===== src/rtl/bit_serializer_pkg.sv =====
// Shared types and helpers for the bit_serializer parallel-to-serial stage.
package bit_serializer_pkg;

    typedef enum logic [1:0] {
        IDLE   = 2'd0,
        SHIFT  = 2'd1,
        PARITY = 2'd2
    } ser_state_t;

    localparam logic IDLE_BIT_DEFAULT = 1'b1;

    // Widest word the parity helper covers; narrower words are zero-extended.
    localparam int unsigned PARITY_MAX_W = 64;

    // Even-parity bit: makes the total number of ones in word+parity even.
    function automatic logic even_parity(input logic [PARITY_MAX_W-1:0] word);
        return ^word;
    endfunction

endpackage


===== src/rtl/bit_serializer_if.sv =====
// Word load handshake between an upstream producer and bit_serializer.
interface bit_serializer_if #(
    parameter int unsigned WIDTH = 8
) ();
    logic [WIDTH-1:0] load_data;
    logic             load_valid;
    logic             load_ready;

    modport master (
        output load_data,
        output load_valid,
        input  load_ready
    );

    modport slave (
        input  load_data,
        input  load_valid,
        output load_ready
    );
endinterface


===== src/rtl/bit_serializer_hold.sv =====
// One-entry holding register in front of the shift stage.
module bit_serializer_hold #(
    parameter int unsigned WIDTH = 8
) (
    input  logic             clk,
    input  logic             reset,
    input  logic [WIDTH-1:0] load_data,
    input  logic             load_valid,
    input  logic             pull,
    output logic [WIDTH-1:0] hold_data,
    output logic             hold_full,
    output logic             load_ready
);

    logic accept;

    // Ready depends on registered state only; a pull frees the slot this cycle.
    assign load_ready = ~hold_full | pull;
    assign accept     = load_valid & load_ready;

    always_ff @(posedge clk or posedge reset) begin
        if (reset) begin
            hold_data <= '0;
            hold_full <= 1'b0;
        end else begin
            if (accept) begin
                hold_data <= load_data;
            end
            hold_full <= accept | (hold_full & ~pull);
        end
    end

endmodule


===== src/rtl/bit_serializer.sv =====
// Parallel-to-serial shifter with gapless back-to-back frames.
// Optional trailing even-parity bit when BIT_SERIALIZER_PARITY_EN is defined.
module bit_serializer
    import bit_serializer_pkg::*;
#(
    parameter int unsigned WIDTH     = 8,
    parameter bit          MSB_FIRST = 1'b1,
    parameter logic        IDLE_BIT  = IDLE_BIT_DEFAULT
) (
    input  logic             clk,
    input  logic             reset,
    bit_serializer_if.slave  ld,
    output logic             ser_out,
    output logic             ser_valid,
    output logic             frame_done,
    output logic             busy
);

    localparam int unsigned CNT_W = (WIDTH > 1) ? $clog2(WIDTH) : 1;
    localparam logic [CNT_W-1:0] CNT_LAST = CNT_W'(WIDTH - 1);

    ser_state_t       state, state_n;
    logic [WIDTH-1:0] shift_reg, shift_n;
    logic [CNT_W-1:0] bit_cnt, cnt_n;
    logic [WIDTH-1:0] hold_data;
    logic             hold_full;
    logic             load_ready;
    logic             last;
    logic             pull;
    logic             out_bit;
`ifdef BIT_SERIALIZER_PARITY_EN
    logic             parity_reg, parity_n;
`endif

    bit_serializer_hold #(
        .WIDTH (WIDTH)
    ) u_hold (
        .clk        (clk),
        .reset      (reset),
        .load_data  (ld.load_data),
        .load_valid (ld.load_valid),
        .pull       (pull),
        .hold_data  (hold_data),
        .hold_full  (hold_full),
        .load_ready (load_ready)
    );

    assign ld.load_ready = load_ready;

`ifdef BIT_SERIALIZER_PARITY_EN
    assign last = (state == PARITY);
`else
    assign last = (state == SHIFT) && (bit_cnt == CNT_LAST);
`endif

    assign pull    = hold_full & ((state == IDLE) | last);
    assign out_bit = MSB_FIRST ? shift_reg[WIDTH-1] : shift_reg[0];

    // State, shift and counter registers
    always_ff @(posedge clk or posedge reset) begin
        if (reset) begin
            state     <= IDLE;
            shift_reg <= '0;
            bit_cnt   <= '0;
`ifdef BIT_SERIALIZER_PARITY_EN
            parity_reg <= 1'b0;
`endif
        end else begin
            state     <= state_n;
            shift_reg <= shift_n;
            bit_cnt   <= cnt_n;
`ifdef BIT_SERIALIZER_PARITY_EN
            parity_reg <= parity_n;
`endif
        end
    end

    // Next-state: a pull always wins, so a waiting word follows the last bit directly
    always_comb begin
        state_n = state;
        shift_n = shift_reg;
        cnt_n   = bit_cnt;
`ifdef BIT_SERIALIZER_PARITY_EN
        parity_n = parity_reg;
`endif
        if (pull) begin
            state_n = SHIFT;
            shift_n = hold_data;
            cnt_n   = '0;
`ifdef BIT_SERIALIZER_PARITY_EN
            parity_n = even_parity(PARITY_MAX_W'(hold_data));
`endif
        end else begin
            unique case (state)
                IDLE: begin
                    state_n = IDLE;
                end
                SHIFT: begin
                    if (bit_cnt == CNT_LAST) begin
`ifdef BIT_SERIALIZER_PARITY_EN
                        state_n = PARITY;
`else
                        state_n = IDLE;
`endif
                    end else begin
                        cnt_n   = bit_cnt + CNT_W'(1);
                        shift_n = MSB_FIRST ? {shift_reg[WIDTH-2:0], 1'b0}
                                            : {1'b0, shift_reg[WIDTH-1:1]};
                    end
                end
                default: begin
                    state_n = IDLE;
                end
            endcase
        end
    end

    // Moore outputs decoded from registered state
    always_comb begin
        ser_out    = IDLE_BIT;
        ser_valid  = 1'b0;
        frame_done = last;
        busy       = (state != IDLE) | hold_full;
        if (state == SHIFT) begin
            ser_out   = out_bit;
            ser_valid = 1'b1;
        end
`ifdef BIT_SERIALIZER_PARITY_EN
        if (state == PARITY) begin
            ser_out   = parity_reg;
            ser_valid = 1'b1;
        end
`endif
    end

endmodule

===== src/flat_wrapper.sv =====
// flat-port wrapper written by rule: the top's interface ports become plain ports
module bit_serializer_flat import bit_serializer_pkg::*;
#(
    parameter int unsigned WIDTH     = 8,
    parameter bit          MSB_FIRST = 1'b1,
    parameter logic        IDLE_BIT  = IDLE_BIT_DEFAULT
)
  (clk, reset, ser_out, ser_valid, frame_done, busy, ld_load_data, ld_load_valid, ld_load_ready);
  bit_serializer_if #(.WIDTH(WIDTH)) ld_i ();
  input  logic clk;
  input  logic reset;
  output logic ser_out;
  output logic ser_valid;
  output logic frame_done;
  output logic busy;
  input wire logic [$bits(ld_i.load_data)-1:0] ld_load_data;
  input wire logic [$bits(ld_i.load_valid)-1:0] ld_load_valid;
  output wire logic [$bits(ld_i.load_ready)-1:0] ld_load_ready;
  assign ld_i.load_data = ld_load_data;
  assign ld_i.load_valid = ld_load_valid;
  assign ld_load_ready = ld_i.load_ready;
  bit_serializer #(.WIDTH(WIDTH), .MSB_FIRST(MSB_FIRST), .IDLE_BIT(IDLE_BIT)) u_core (.clk(clk), .reset(reset), .ld(ld_i), .ser_out(ser_out), .ser_valid(ser_valid), .frame_done(frame_done), .busy(busy));
endmodule

===== config.mk =====
export PLATFORM = sky130hd
export DESIGN_NAME = bit_serializer_flat
export DESIGN_NICKNAME = d
export VERILOG_FILES = /design/src/rtl/bit_serializer_pkg.sv /design/src/rtl/bit_serializer_if.sv /design/src/rtl/bit_serializer_hold.sv /design/src/rtl/bit_serializer.sv /design/src/flat_wrapper.sv
export SDC_FILE = /design/constraint.sdc
export NUM_CORES = 1
export LEC_CHECK = 0
export CAP_MARGIN = 5
export CORE_UTILIZATION = 47
export CTS_CLUSTER_DIAMETER = 30
export DETAILED_ROUTE_END_ITERATION = 10
export GPL_TIMING_DRIVEN = 0
export PLACE_DENSITY = 0.82
export SLEW_MARGIN = 15
export SYNTH_ARGS = -nofsm -noshare
export SYNTH_HDL_FRONTEND = slang
export SYNTH_SLANG_ARGS = --single-unit
export TNS_END_PERCENT = 30

===== constraint.sdc =====
create_clock -name clk -period 1.8 [get_ports clk]
set_clock_uncertainty 0.2 [all_clocks]
set_input_delay 0.27 -clock clk [delete_from_list [all_inputs] [get_ports clk]]
set_output_delay 0.27 -clock clk [all_outputs]
set_load 0.005 [all_outputs]

* Yosys cells after proc, flatten, opt, wreduce, memory -nomap -nowiden
Index checks and enable logic that the tools add are counted.
W data, S select, Z words.
** Storage, ports and cells
- Register bits after elaboration :: 22
- Bits of input ports :: 11
- Output and inout port bits :: 5
- Word-level logic and storage cells :: 35
** Cells by class
- Add/subtract/negate cells :: 1
- Equality and inequality tests :: 4
- Muxes and demuxes :: 11
- Bitwise gates (word level) :: 9
- Reductions and logical operators :: 5
** Operators with widths (number)
- $mux W8 :: 3
- $mux W3 :: 3
- $mux W2 :: 3
- $or A1 B1 Y1 :: 4
- $reduce_bool A2 Y1 :: 2
- $add A3 B1 Y3 const B :: 1
- $and A1 B1 Y1 :: 3
- $eq A3 B3 Y1 const B :: 1
- $ne A3 B3 Y1 const B :: 1
- $eq A2 B1 Y1 const B :: 1
- $logic_not A2 Y1 :: 1
- $mux W1 :: 2
- $ne A2 B2 Y1 const B :: 1
- $not A1 Y1 :: 2
- $reduce_and A2 Y1 :: 1
- $logic_and A1 B1 Y1 :: 1

* Longest topological paths before layout
Gate-level depths: netlist of the first run.
- Depth after elaboration :: 7
- Mapped depth :: 5
- Gate-level depth less buffers :: 4

* By module
From an unflattened synthesis of the first run, not the netlist that was laid out.
** Second synthesis, totals
- Cells, all modules :: 66
- Area, all modules :: 1023.5 µm²
** By module, submodules not included
- bit_serializer :: instances 1, cells each 45, area an instance 634.4 µm², sequential area each 300.3 µm²
- bit_serializer_hold :: instances 1, cells each 21, area an instance 389.1 µm², sequential area each 225.2 µm²

* Worst setup path before layout of the first run
No wires, ideal clock.
- Path kind :: register to register
- From :: register u_core.bit_cnt[0]
- To :: register u_core.shift_reg[1]
- Setup time :: 0.125 ns
- Data arrival time :: 1.371 ns
- Path slack :: 0.104 ns
- Stages on the path, launching flop included :: 6
- Clock period less this slack :: 1.696 ns
- Path through :: dfrtp_1 > ha_1 > ha_1 > nand2b_1 > buf_4 > mux2_4
** On the way
- Cells in the longest elaborated chain, start to end :: 6
- Elaborated cells on any way between the ends :: 8
- Classes of those cells :: eq/ne: 2; mux: 1; bitwise: 2; reduce/logical: 3
** RTL lines
- from (decl) :: line bit_serializer.sv:24 : logic [CNT_W-1:0] bit_cnt, cnt_n;
- from (signal assigned) :: line bit_serializer.sv:71 : bit_cnt <= cnt_n;
- $eq A3 B3 Y1 * :: line bit_serializer.sv:53, bit_serializer.sv:99
- $logic_and A1 B1 Y1 :: line bit_serializer.sv:53 : assign last = (state == SHIFT) && (bit_cnt == CNT_LAST);
- $or A1 B1 Y1 :: line bit_serializer.sv:56 : assign pull = hold_full & ((state == IDLE) | last);
- $and A1 B1 Y1 :: line bit_serializer.sv:56
- $ne A2 B2 Y1 (no line) / $reduce_bool A2 Y1 (equally long branches)
- $reduce_and A2 Y1 (no line)
- to (signal assigned) :: line bit_serializer.sv:70 : shift_reg <= shift_n;
- to (decl) :: line bit_serializer.sv:23 : logic [WIDTH-1:0] shift_reg, shift_n;
Every way passes the cells marked *; elsewhere a longest branch is shown, timed or not.
A chain may end at the register's enable or synchronous reset.

* Worst setup path after layout of the first run
- From :: register u_core.bit_cnt[0]
- To :: output port frame_done
** On the way
- Cells in the longest elaborated chain, start to end :: 2
** RTL lines
- $eq A3 B3 Y1 :: line bit_serializer.sv:53
- $logic_and A1 B1 Y1 :: line bit_serializer.sv:53
- to (decl) :: line flat_wrapper.sv:14 : output logic frame_done;
No other way between the ends.

==> reports/qor.txt, run 1 <==
status = finished with violations
failing checks = negative setup slack
Synth Instances = 94
initial antenna violation count = 0
die area = 2580 sq um
setup ws final = -0.225 ns
worst min path class = in2async
Req. time, crit path = 1.33 ns
Pleak = 0.659 nW
maximum capacitance violations = 0
peak supply drop = 0.758 mV
Crit Path Max Fanout = 3
GRT overflow = 0
Clock Tree Buf Depth = 2
Core Footprint = 2230 sq um
Port Buf Inserts = 15
htree depth = 1
hold_ws = 0.195 ns
Post-Syn Area = 1120 sq um
Root Buffer = clkbuf_4
Ant. Diodes = 0
post-DP HPWL = 1.54 mm
routed vias/inst = 5.50
DRC = 0
setup TNS = -0.495 ns
final cell count without fillers = 150
Vias = 825
largest net degree at the start of global routing = 22
net count after synthesis = 107
worst reg-to-reg setup slack = -0.03 ns
Die Width = 50.8 microns
gp weighted congestion = 0.735
Rel. slew slack = 46.5%
Rows = 17
Worst Tran Pin Value = 0.801 ns
CTS buffer count = 3
Multi-input gate area = 586 sq um
CP Data Arrival Time = 1.55 ns
vias in the first global route = 839
DR pass1 iterations = 4
Final nets = 136
Antenna Nets Post-Route = 0
fillers = 176
final setup fails = 5
synth unique cells = 19
worst reg-to-reg path cell count = 6
Fin. Hold Viols = 0
CTS clk-pin slew, worst paths = 0.12 ns
register area = 527 sq um
initial detailed-routing violation count = 14
final WL = 2.52 mm
CP endpoint kind = output pin
TritonCTS clock tree = built
Yosys warning count = 0
layout overhead on the synthesized area = 31.7%
post-route minimum period = 2.02 ns
Worst Setup Path Type = reg2out
Mapped Avg Cell Area = 11.9 sq um
Skew-Pair Late Insertion Delay = 0.31 ns
RR Endpoint = u_core.shift_reg[1]
Slew Viols, Final = 0
Power Density = 1460 nW/um^2
fmax = 494 MHz
wire length per cell = 16.8 microns
Clock Sinks = 21
All-Layer GR Usage = 23.0%
Starting Density = 50.2%
first-pass GRT wire length = 4.21 mm
type of origin of the critical path = flip-flop
worst reg2reg startpoint = u_core.bit_cnt[0]
layout cells sized above 1 = 36.9%
final worst path period share = 112%
IO Count = 16
Placed Instances = 137
flop and latch count out of synthesis = 21
RSZ-0062 raised after global routing = true
die extent in y = 50.8 microns
Seq/Total Area, Yosys = 46.9%
[logic make-up (layout without fill, tap and decap cells)]
group | count (synthesis) | after routing | share of synthesized area [%]
AO/OA/AOI/OAI | 8 | 8 | 5.36
adder cells (fa/ha/maj) | 2 | 2 | 2.23
buffers and inverters | 9 | 37 | 4.24
flip-flops | 21 | 21 | 46.9
multiplexers | 18 | 18 | 21.2
AND/OR/NAND/NOR | 36 | 36 | 20.1
[worst max-delay path by stage]
stage,from,end,cells after the start
after global placement,u_core.bit_cnt[0],ld_load_ready,6
after global routing,u_core.bit_cnt[0],ld_load_ready,6
after floorplan,u_core.bit_cnt[0],u_core.shift_reg[1],5
final,u_core.bit_cnt[0],frame_done,6
after detailed placement,u_core.bit_cnt[0],ld_load_ready,6
after CTS,u_core.bit_cnt[0],frame_done,6
[report_power, final]
group	internal, W	total, W	switching (W)
Clock	0.0000866	0.000233	0.000146
Combinational	0.000708	0.00112	0.000414
Sequential	0.000651	0.000803	0.000152
[layout make-up]
type / instances / area share (%)
tap: 28 / 2.37
buffer: 6 / 5.17
multi-input combinational: 64 / 39.7
inverter: 2 / 0.508
clock buffer: 4 / 1.78
sequential: 21 / 35.7
timing repair buffer: 25 / 14.8
[cell usage in the layout (no fill, tap or decap), types with 2 or more instances in the layout]
| cell | instances |
|---|---|
| buf_2 | 3 |
| buf_4 | 7 |
| buf_6 | 5 |
| buf_8 | 2 |
| clkbuf_1 | 2 |
| clkbuf_4 | 3 |
| clkdlybuf4s50_1 | 10 |
| dfrtp_1 | 20 |
| dlygate4sd2_1 | 2 |
| ha_4 | 2 |
| mux2_2 | 6 |
| mux2_4 | 10 |
| mux2i_1 | 2 |
| nand2_1 | 8 |
| nand2b_1 | 11 |
| nand4b_1 | 8 |
| nor2b_1 | 3 |
| o211ai_1 | 8 |
[metrics by stage]
stage / instance area, sq um / util, % / total power [W] / setup WS, ns
3_5_place_dp: 1310 / 58.5 / 0.00172 / -0.406
4_1_cts: 1430 / 64.2 / 0.00209 / -0.247
3_3_place_gp: 1310 / 58.5 / 0.00165 / -0.373
6_report: 1480 / 66.1 / 0.00216 / -0.225
5_1_grt: 1480 / 66.1 / 0.00230 / -0.290
2_1_floorplan: 1120 / - / 0.00146 / 0.104
[what timing repair did]
action	CTS	global route
setup buffers	7	2
endpoints found under the setup margin	12	15
hold buffers	0	0
pin swaps	3	3
cloned	0	1
gates resized for setup	34	5
[synthesized netlist by cell type]
library cell   n  share of area (%)
and2_1         1               0.56
and3b_1        1               0.78
buf_2          2               0.89
buf_4          1               0.67
buf_6          1                1.0
clkbuf_1       3                1.0
dfrtp_1       21                 47
ha_1           2                2.2
inv_1          2               0.67
mux2_2         6                6.0
mux2_4        10                 13
mux2i_1        2                1.8
nand2_1        8                2.7
nand2b_1      12                6.7
nand4b_1       8                6.3
nor2_1         1               0.33
nor2b_1        3                1.7
o211ai_1       8                5.4
or2_2          2                1.1
[layer usage]
layer / vias up / global-route usage, % / routed length, microns
met5: - / 0 / 0
met4: 0 / 10.2 / 43
met3: 5 / 3.57 / 100
met2: 27 / 36.2 / 1160
met1: 412 / 31.3 / 1220
li1: 381 / - / -
[worst max-delay path: stages, from the launching register on]
cell     delay, ns
dfrtp_1       0.44
ha_4          0.18
ha_4          0.16
buf_6         0.12
buf_8         0.11
and2_4        0.13
buf_6         0.11
No activity file was read; power rests on OpenSTA's default activity.
==> run 2, diff against run 1 <==
- ABC_AREA: not set -> 1
- CORE_UTILIZATION: 47 -> 50
- PLACE_DENSITY: 0.82 -> 0.85
- clock period: 1.8 -> 2.2 ns (I/O delays scaled with it)
==> run 2 against run 1 <==
First-iteration DRC count is 36% lower. The run now ends clean. Cell count rose by 1.3%. Wire length down 33%. Sequential power down 22%. Power down 37%. Utilization rose by 1.4 points. Highest routed layer unchanged. Via count decreased by 6.3%. Clock-buffer cell count shrank 1.
==> reports/qor.txt, run 2 <==
TritonCTS clock tree = built (unchanged)
Worst Setup Path Type = reg2out (unchanged)
Worst Hold Path EP = u_core.u_hold.hold_full
flop and latch count out of synthesis = 21 (unchanged)
Die Width = 44.9 microns (was 50.8 microns)
synth unique cells = 12 (was 19)
share of the synthesized area in the top cell type = 57.0% (was 46.9%)
die extent in y = 44.9 microns (was 50.8 microns)
Slew Viols, Final = 0 (unchanged)
Skew-Pair Late Insertion Delay = 0.30 ns (was 0.31 ns)
RSZ-0062 raised after global routing = false (was true)
IO Count = 16 (unchanged)
Starting Density = 53.4% (was 50.2%)
final WL = 1.68 mm (was 2.52 mm)
worst path cell trace = buf_4 -> inv_1 -> buf_6 -> nand2_1 -> clkdlybuf4s50_1 (was ha_4 -> ha_4 -> buf_6 -> buf_8 -> and2_4 -> buf_6)
Synth Area in Adders = 2.71% (was 2.23%)
Post-Synth XOR/XNOR Area = 0% (unchanged)
CP Data Arrival Time = 1.60 ns (was 1.55 ns)
slowest CP cell = clkdlybuf4s50_1 (was dfrtp_1)
Clock Sinks = 21 (unchanged)
peak supply drop = 0.706 mV (was 0.758 mV)
EDFF count, synth = 0 (unchanged)
Power Density = 1160 nW/um^2 (was 1460 nW/um^2)
GRT overflow = 0 (unchanged)
final core utilization = 67.5% (was 66.1%)
largest cells by area after synthesis = dfrtp_1, nand3_1, nand2_1 (was dfrtp_1, mux2_4, nand2b_1)
Rel. slew slack = 49.7% (was 46.5%)
Compound-Gate Fraction of Synth Area = 0.543% (was 5.36%)
Core Footprint = 1730 sq um (was 2230 sq um)
Post-Syn Area = 922 sq um (was 1120 sq um)
Ant. Diodes = 0 (unchanged)
worst min path class = in2reg (was in2async)
CTS buffer count = 3 (unchanged)
gp weighted congestion = 0.721 (was 0.735)
Vias = 773 (was 825)
type of origin of the critical path = flip-flop (unchanged)
status = completed (was finished with violations)
All-Layer GR Usage = 19.3% (was 23.0%)
Req. time, crit path = 1.67 ns (was 1.33 ns)
initial detailed-routing violation count = 9 (was 14)
most frequent cells after synthesis = nand3_1, nand2_1, dfrtp_1 (was dfrtp_1, nand2b_1, mux2_4)
Mapped Avg Cell Area = 8.70 sq um (was 11.9 sq um)
min-delay src = ld_load_valid
worst reg-to-reg path cell count = 6 (unchanged)
worst reg2reg startpoint = u_core.bit_cnt[0] (unchanged)
most frequent cells in the layout = nand2_1, nand3_1, dfrtp_1 (was dfrtp_1, nand2b_1, mux2_4, clkdlybuf4s50_1)
layout cells sized above 1 = 15.0% (was 36.9%)
ys flop type = dfrtp_1 (unchanged)
first-pass GRT wire length = 2.82 mm (was 4.21 mm)
biggest area consumer among synthesized cells = dfrtp_1 (unchanged)
worst reg-to-reg setup slack = 0.53 ns (was -0.03 ns)
RR Endpoint = u_core.bit_cnt[0] (was u_core.shift_reg[1])
final worst path period share = 96.9%
Fin. Hold Viols = 0 (unchanged)
hold_ws = 0.116 ns (was 0.195 ns)
CP endpoint kind = output pin (unchanged)
wire length per cell = 11.0 microns (was 16.8 microns)
CTS clk-pin slew, worst paths = 0.11 ns (was 0.12 ns)
post-DP HPWL = 1.19 mm (was 1.54 mm)
largest family of logic cells by synthesized area = simple AND/OR/NAND/NOR gates (was multiplexers)
net count after synthesis = 119 (was 107)
DRC = 0 (unchanged)
Pleak = 0.615 nW (was 0.659 nW)
setup TNS = 0 ns (was -0.495 ns)
Worst Hold Depth = 3
mux contribution to synthesized area = 0% (was 21.2%)
top-count cell post-synth = nand3_1 (was dfrtp_1)
largest net degree at the start of global routing = 22 (unchanged)
maximum capacitance violations = 0 (unchanged)
vias in the first global route = 680 (was 839)
Max stage delay on crit path = 0.43 ns (was 0.44 ns)
htree depth = 1 (unchanged)
layout overhead on the synthesized area = 26.5% (was 31.7%)
Port Buf Inserts = 14 (was 15)
Placed Instances = 145 (was 137)
Worst Tran Pin Value = 0.753 ns (was 0.801 ns)
post-route minimum period = 2.13 ns
initial antenna violation count = 0 (unchanged)
ys async rst share = 100% (unchanged)
routed vias/inst = 5.09 (was 5.50)
Seq/Total Area, Yosys = 57.0% (was 46.9%)
Root Buffer = clkbuf_4 (unchanged)
final cell count without fillers = 152 (was 150)
Yosys warning count = 0 (unchanged)
Antenna Nets Post-Route = 0 (unchanged)
Synth Instances = 106 (was 94)
final setup fails = 0 (was 5)
Clock Tree Buf Depth = 2 (unchanged)
Crit Path Max Fanout = 10 (was 3)
fmax = 469 MHz
DR pass1 iterations = 4 (unchanged)
Rows = 15 (was 17)
die area = 2020 sq um (was 2580 sq um)
Final nets = 141 (was 136)
simple-gate share of the synthesized area = 34.3% (was 20.1%)
==> run 2: cell count changes after synthesis, moves of 4 or more <==
cell / before / now
nand2_1: 8 / 33
nand4b_1: 8 / 0
inv_1: 2 / 6
mux2_4: 10 / 0
o211ai_1: 8 / 0
mux2_2: 6 / 0
nand3_1: 0 / 34
nand2b_1: 12 / 0
==> run 2: where the power goes <==
group	switching (W)	internal [W]	total [W]
clock	0.000116	0.0000678	0.000184
combinational	0.000289	0.000253	0.000542
sequential	0.0000846	0.000543	0.000628
==> run 2: through the flow <==
step	power [W]	setup WS, ns	area (sq um)
floorplan	0.000959	0.575	922
CTS	0.00136	0.0319	1160
global route	0.00148	0.0102	1170
finish	0.00135	0.0689	1170
detailed placement	0.00111	0.0271	1090
global placement	0.00109	0.0406	1090
==> run 2: how the worst max path moves through the flow <==
stage / to / cells after the start / from / slack (ns)
2_1_floorplan: ld_load_ready / 5 / u_core.bit_cnt[0] / 0.57
3_3_place_gp: ld_load_ready / 6 / u_core.bit_cnt[0] / 0.04
3_5_place_dp: ld_load_ready / 6 / u_core.bit_cnt[0] / 0.03
4_1_cts: busy / 5 / u_core.u_hold.hold_full / 0.03
5_1_grt: busy / 5 / u_core.u_hold.hold_full / 0.01
6_report: busy / 5 / u_core.u_hold.hold_full / 0.07
==> run 2: layout make-up <==
| class | instances | area [sq um] |
|---|---|---|
| Buffer | 5 | 42.5 |
| Clock buffer | 3 | 22.5 |
| Clock inverter | 1 | 5.00 |
| Fill cell | 166 | 561 |
| Inverter | 6 | 22.5 |
| Multi-Input combinational cell | 74 | 357 |
| Sequential cell | 21 | 526 |
| Tap cell | 25 | 31.3 |
| Timing Repair Buffer | 17 | 160 |
==> run 2: per-layer routing <==
layer / share of wire (%) / GRT usage (%) / vias to the layer above
met2: 49 / 31.6 / 36
met5: 0 / 0 / -
li1: - / - / 389
met3: 6.4 / 2.40 / 2
met1: 43 / 26.2 / 346
met4: 1.4 / 7.27 / 0
==> run 2: timing repair <==
item | in CTS | in global routing
hold endpoints to repair | 0 | 0
hold buffers | 0 | 0
setup endpoints to repair | 3 | 2
gates resized for setup | 9 | 2
buffers inserted | 3 | 0
==> run 2: worst max-delay path: cells and delay by family, from the launching register on <==
family | cells | cell delay [ns]
DFF | 1 | 0.39
and+or+nand+nor | 1 | 0.05
buffers and inverters | 4 | 0.86
==> run 2: logic make-up after synthesis <==
group,Yosys count
AOI/OAI and AO/OA,1
buffers and inverters,11
and+or+nand+nor,71
adders and majority gates,2
DFF,21
==> run 3, diff against run 2 <==
- CAP_MARGIN: 5 -> 20
- CTS_BUF_LIST: not set -> sky130_fd_sc_hd__clkbuf_8
==> run 3 against run 2 <==
Cell count unchanged. Combinational power decreased by 0.9%. Via count decreased by 0.91%. Power increased by 4.6%. Sequential power about the same. Worst setup slack improved by 0.0084 ns. Utilization increased by 0.72 points. Wire length increased by 0.84%. Clock power increased by 36%. Largest power group unchanged.
==> reports/qor.txt, run 3 (synthesis gave the netlist of run 2 again) <==
Critical Path Start = u_core.u_hold.hold_full (unchanged)
Worst Tran Pin Value = 0.750 ns (was 0.753 ns)
DR pass1 iterations = 4 (unchanged)
Req. time, crit path = 1.67 ns (about the same)
Core Footprint = 1730 sq um (unchanged)
GR peak layer = met2 (unchanged)
CTS buffer count = 3 (unchanged)
die area = 2020 sq um (unchanged)
Rel. slew slack = 50.0% (was 49.7%)
met3 capacity usage during global routing = 3.60% (was 2.40%)
Rows = 15 (unchanged)
most frequent cells in the layout = nand2_1, nand3_1, dfrtp_1 (unchanged)
post-route minimum period = 2.12 ns (was 2.13 ns)
Final nets = 141 (unchanged)
GRT overflow = 0 (unchanged)
worst path cell trace = buf_4 -> inv_1 -> clkbuf_4 -> nand2_1 -> clkdlybuf4s50_1 (was buf_4 -> inv_1 -> buf_6 -> nand2_1 -> clkdlybuf4s50_1)
DRC = 0 (unchanged)
hold_ws = 0.164 ns (was 0.116 ns)
gp weighted congestion = 0.721 (unchanged)
Fin. Hold Viols = 0 (unchanged)
Worst Setup Path Type = reg2out (unchanged)
Hold Buf Count CTS = 0 (unchanged)
All-Layer GR Usage = 20.5% (was 19.3%)
Power Density = 1200 nW/um^2 (was 1160 nW/um^2)
Slew Viols, Final = 0 (unchanged)
htree depth = 1 (unchanged)
GR Util met2 = 33.3% (was 31.6%)
die extent in y = 44.9 microns (unchanged)
Die Width = 44.9 microns (unchanged)
Power Total = 0.00142 W (was 0.00135 W)
Vias = 766 (was 773)
maximum capacitance violations = 0 (unchanged)
first-pass GRT wire length = 2.94 mm (was 2.82 mm)
routed vias/inst = 5.04 (was 5.09)
peak supply drop = 0.741 mV (was 0.706 mV)
fmax = 471 MHz (was 469 MHz)
Max stage delay on crit path = 0.43 ns (about the same)
TritonCTS clock tree = built (unchanged)
Starting Density = 53.4% (unchanged)
final worst path period share = 96.5% (was 96.9%)
min-delay src = ld_load_valid (unchanged)
Pleak = 0.623 nW (was 0.615 nW)
Clock Tree Buf Depth = 2 (unchanged)
Skew-Pair Late Insertion Delay = 0.26 ns (was 0.30 ns)
worst min path class = in2reg (unchanged)
CTS clk-pin slew, worst paths = 0.08 ns (was 0.11 ns)
Ant. Diodes = 0 (unchanged)
Antenna Nets Post-Route = 0 (unchanged)
layout cells sized above 1 = 14.2% (was 15.0%)
initial antenna violation count = 0 (unchanged)
Port Buf Inserts = 14 (unchanged)
CP Data Arrival Time = 1.59 ns (was 1.60 ns)
slowest CP cell = clkdlybuf4s50_1 (unchanged)
post-DP HPWL = 1.19 mm (unchanged)
vias in the first global route = 697 (was 680)
layout overhead on the synthesized area = 27.8% (was 26.5%)
type of origin of the critical path = flip-flop (unchanged)
RSZ-0062 raised after global routing = false (unchanged)
Root Buffer = clkbuf_8 (was clkbuf_4)
IO Count = 16 (unchanged)
Crit Path Max Fanout = 10 (unchanged)
final setup fails = 0 (unchanged)
setup TNS = 0 ns (unchanged)
CP endpoint kind = output pin (unchanged)
worst reg2reg startpoint = u_core.bit_cnt[0] (unchanged)
status = completed (unchanged)
initial detailed-routing violation count = 10 (was 9)
largest net degree at the start of global routing = 22 (unchanged)
GR Layer Usage met1 = 26.8% (was 26.2%)
Clock Sinks = 21 (unchanged)
final WL = 1.69 mm (was 1.68 mm)
wire length per cell = 11.1 microns (was 11.0 microns)
==> run 3: changes by cell type in the layout (fill, tap and decap cells not counted), sizes merged <==
cell | before | now
buf | 8 | 7
clkbuf | 3 | 4
==> run 3: power by group <==
| group | internal [W] | switching, W |
|---|---|---|
| sequential | 0.000545 | 0.0000837 |
| combinational | 0.000247 | 0.000290 |
| clock | 0.000126 | 0.000125 |
| total | 0.000918 | 0.000498 |
==> run 3: worst max-delay path, delay by kind of cell, from the launching register on <==
kind,cells,cell delay [ns]
buffers and inverters,4,0.89
and+or+nand+nor,1,0.06
DFF,1,0.37
==> run 3: through the flow <==
stage	setup slack [ns]	area, sq um	instances	utilization (%)
floorplan	0.575	922	106	-
global placement	0.0406	1090	145	63.3
detailed placement	0.0271	1090	145	63.3
CTS	0.00624	1170	152	68.0
global route	0.0191	1180	152	68.3
finish	0.0773	1180	152	68.3
==> run 3: cell type report <==
type	instances	area, sq um
plain buffers	5	38.8
clock buffers	3	41.3
clock inverters	1	5.00
fillers	162	548
inverters	6	22.5
multi-input cells	74	354
flip-flops and latches	21	526
well taps	25	31.3
repair buffers	17	160
==> run 3: worst paths after layout <==
| kind | depth (start not counted) | slack [ns] | end |
|---|---|---|---|
| min in group asynchronous | 2 | 0.30 | u_core.u_hold.hold_data[3] |
| setup / recovery | 5 | 0.08 | busy |
| setup reg to reg | 6 | 0.51 | u_core.bit_cnt[0] |
| max in group asynchronous | 2 | 1.03 | u_core.shift_reg[4] |
| hold / removal | 3 | 0.16 | u_core.u_hold.hold_full |
| hold reg to reg | 2 | 0.28 | u_core.u_hold.hold_data[0] |
==> run 3: routing by layer <==
layer | vias to the layer above | part of all wire, % | routed length, microns
met5 | - | 0 | 0
met4 | 0 | 1.7 | 29
met3 | 3 | 3.6 | 60
met2 | 19 | 51 | 858
met1 | 353 | 44 | 740
li1 | 391 | - | -
==> run 3: timing repair <==
action,CTS,global route
resized for setup,7,3
pin swaps,0,0
setup buffers,3,0
setup endpoints to repair,1,1
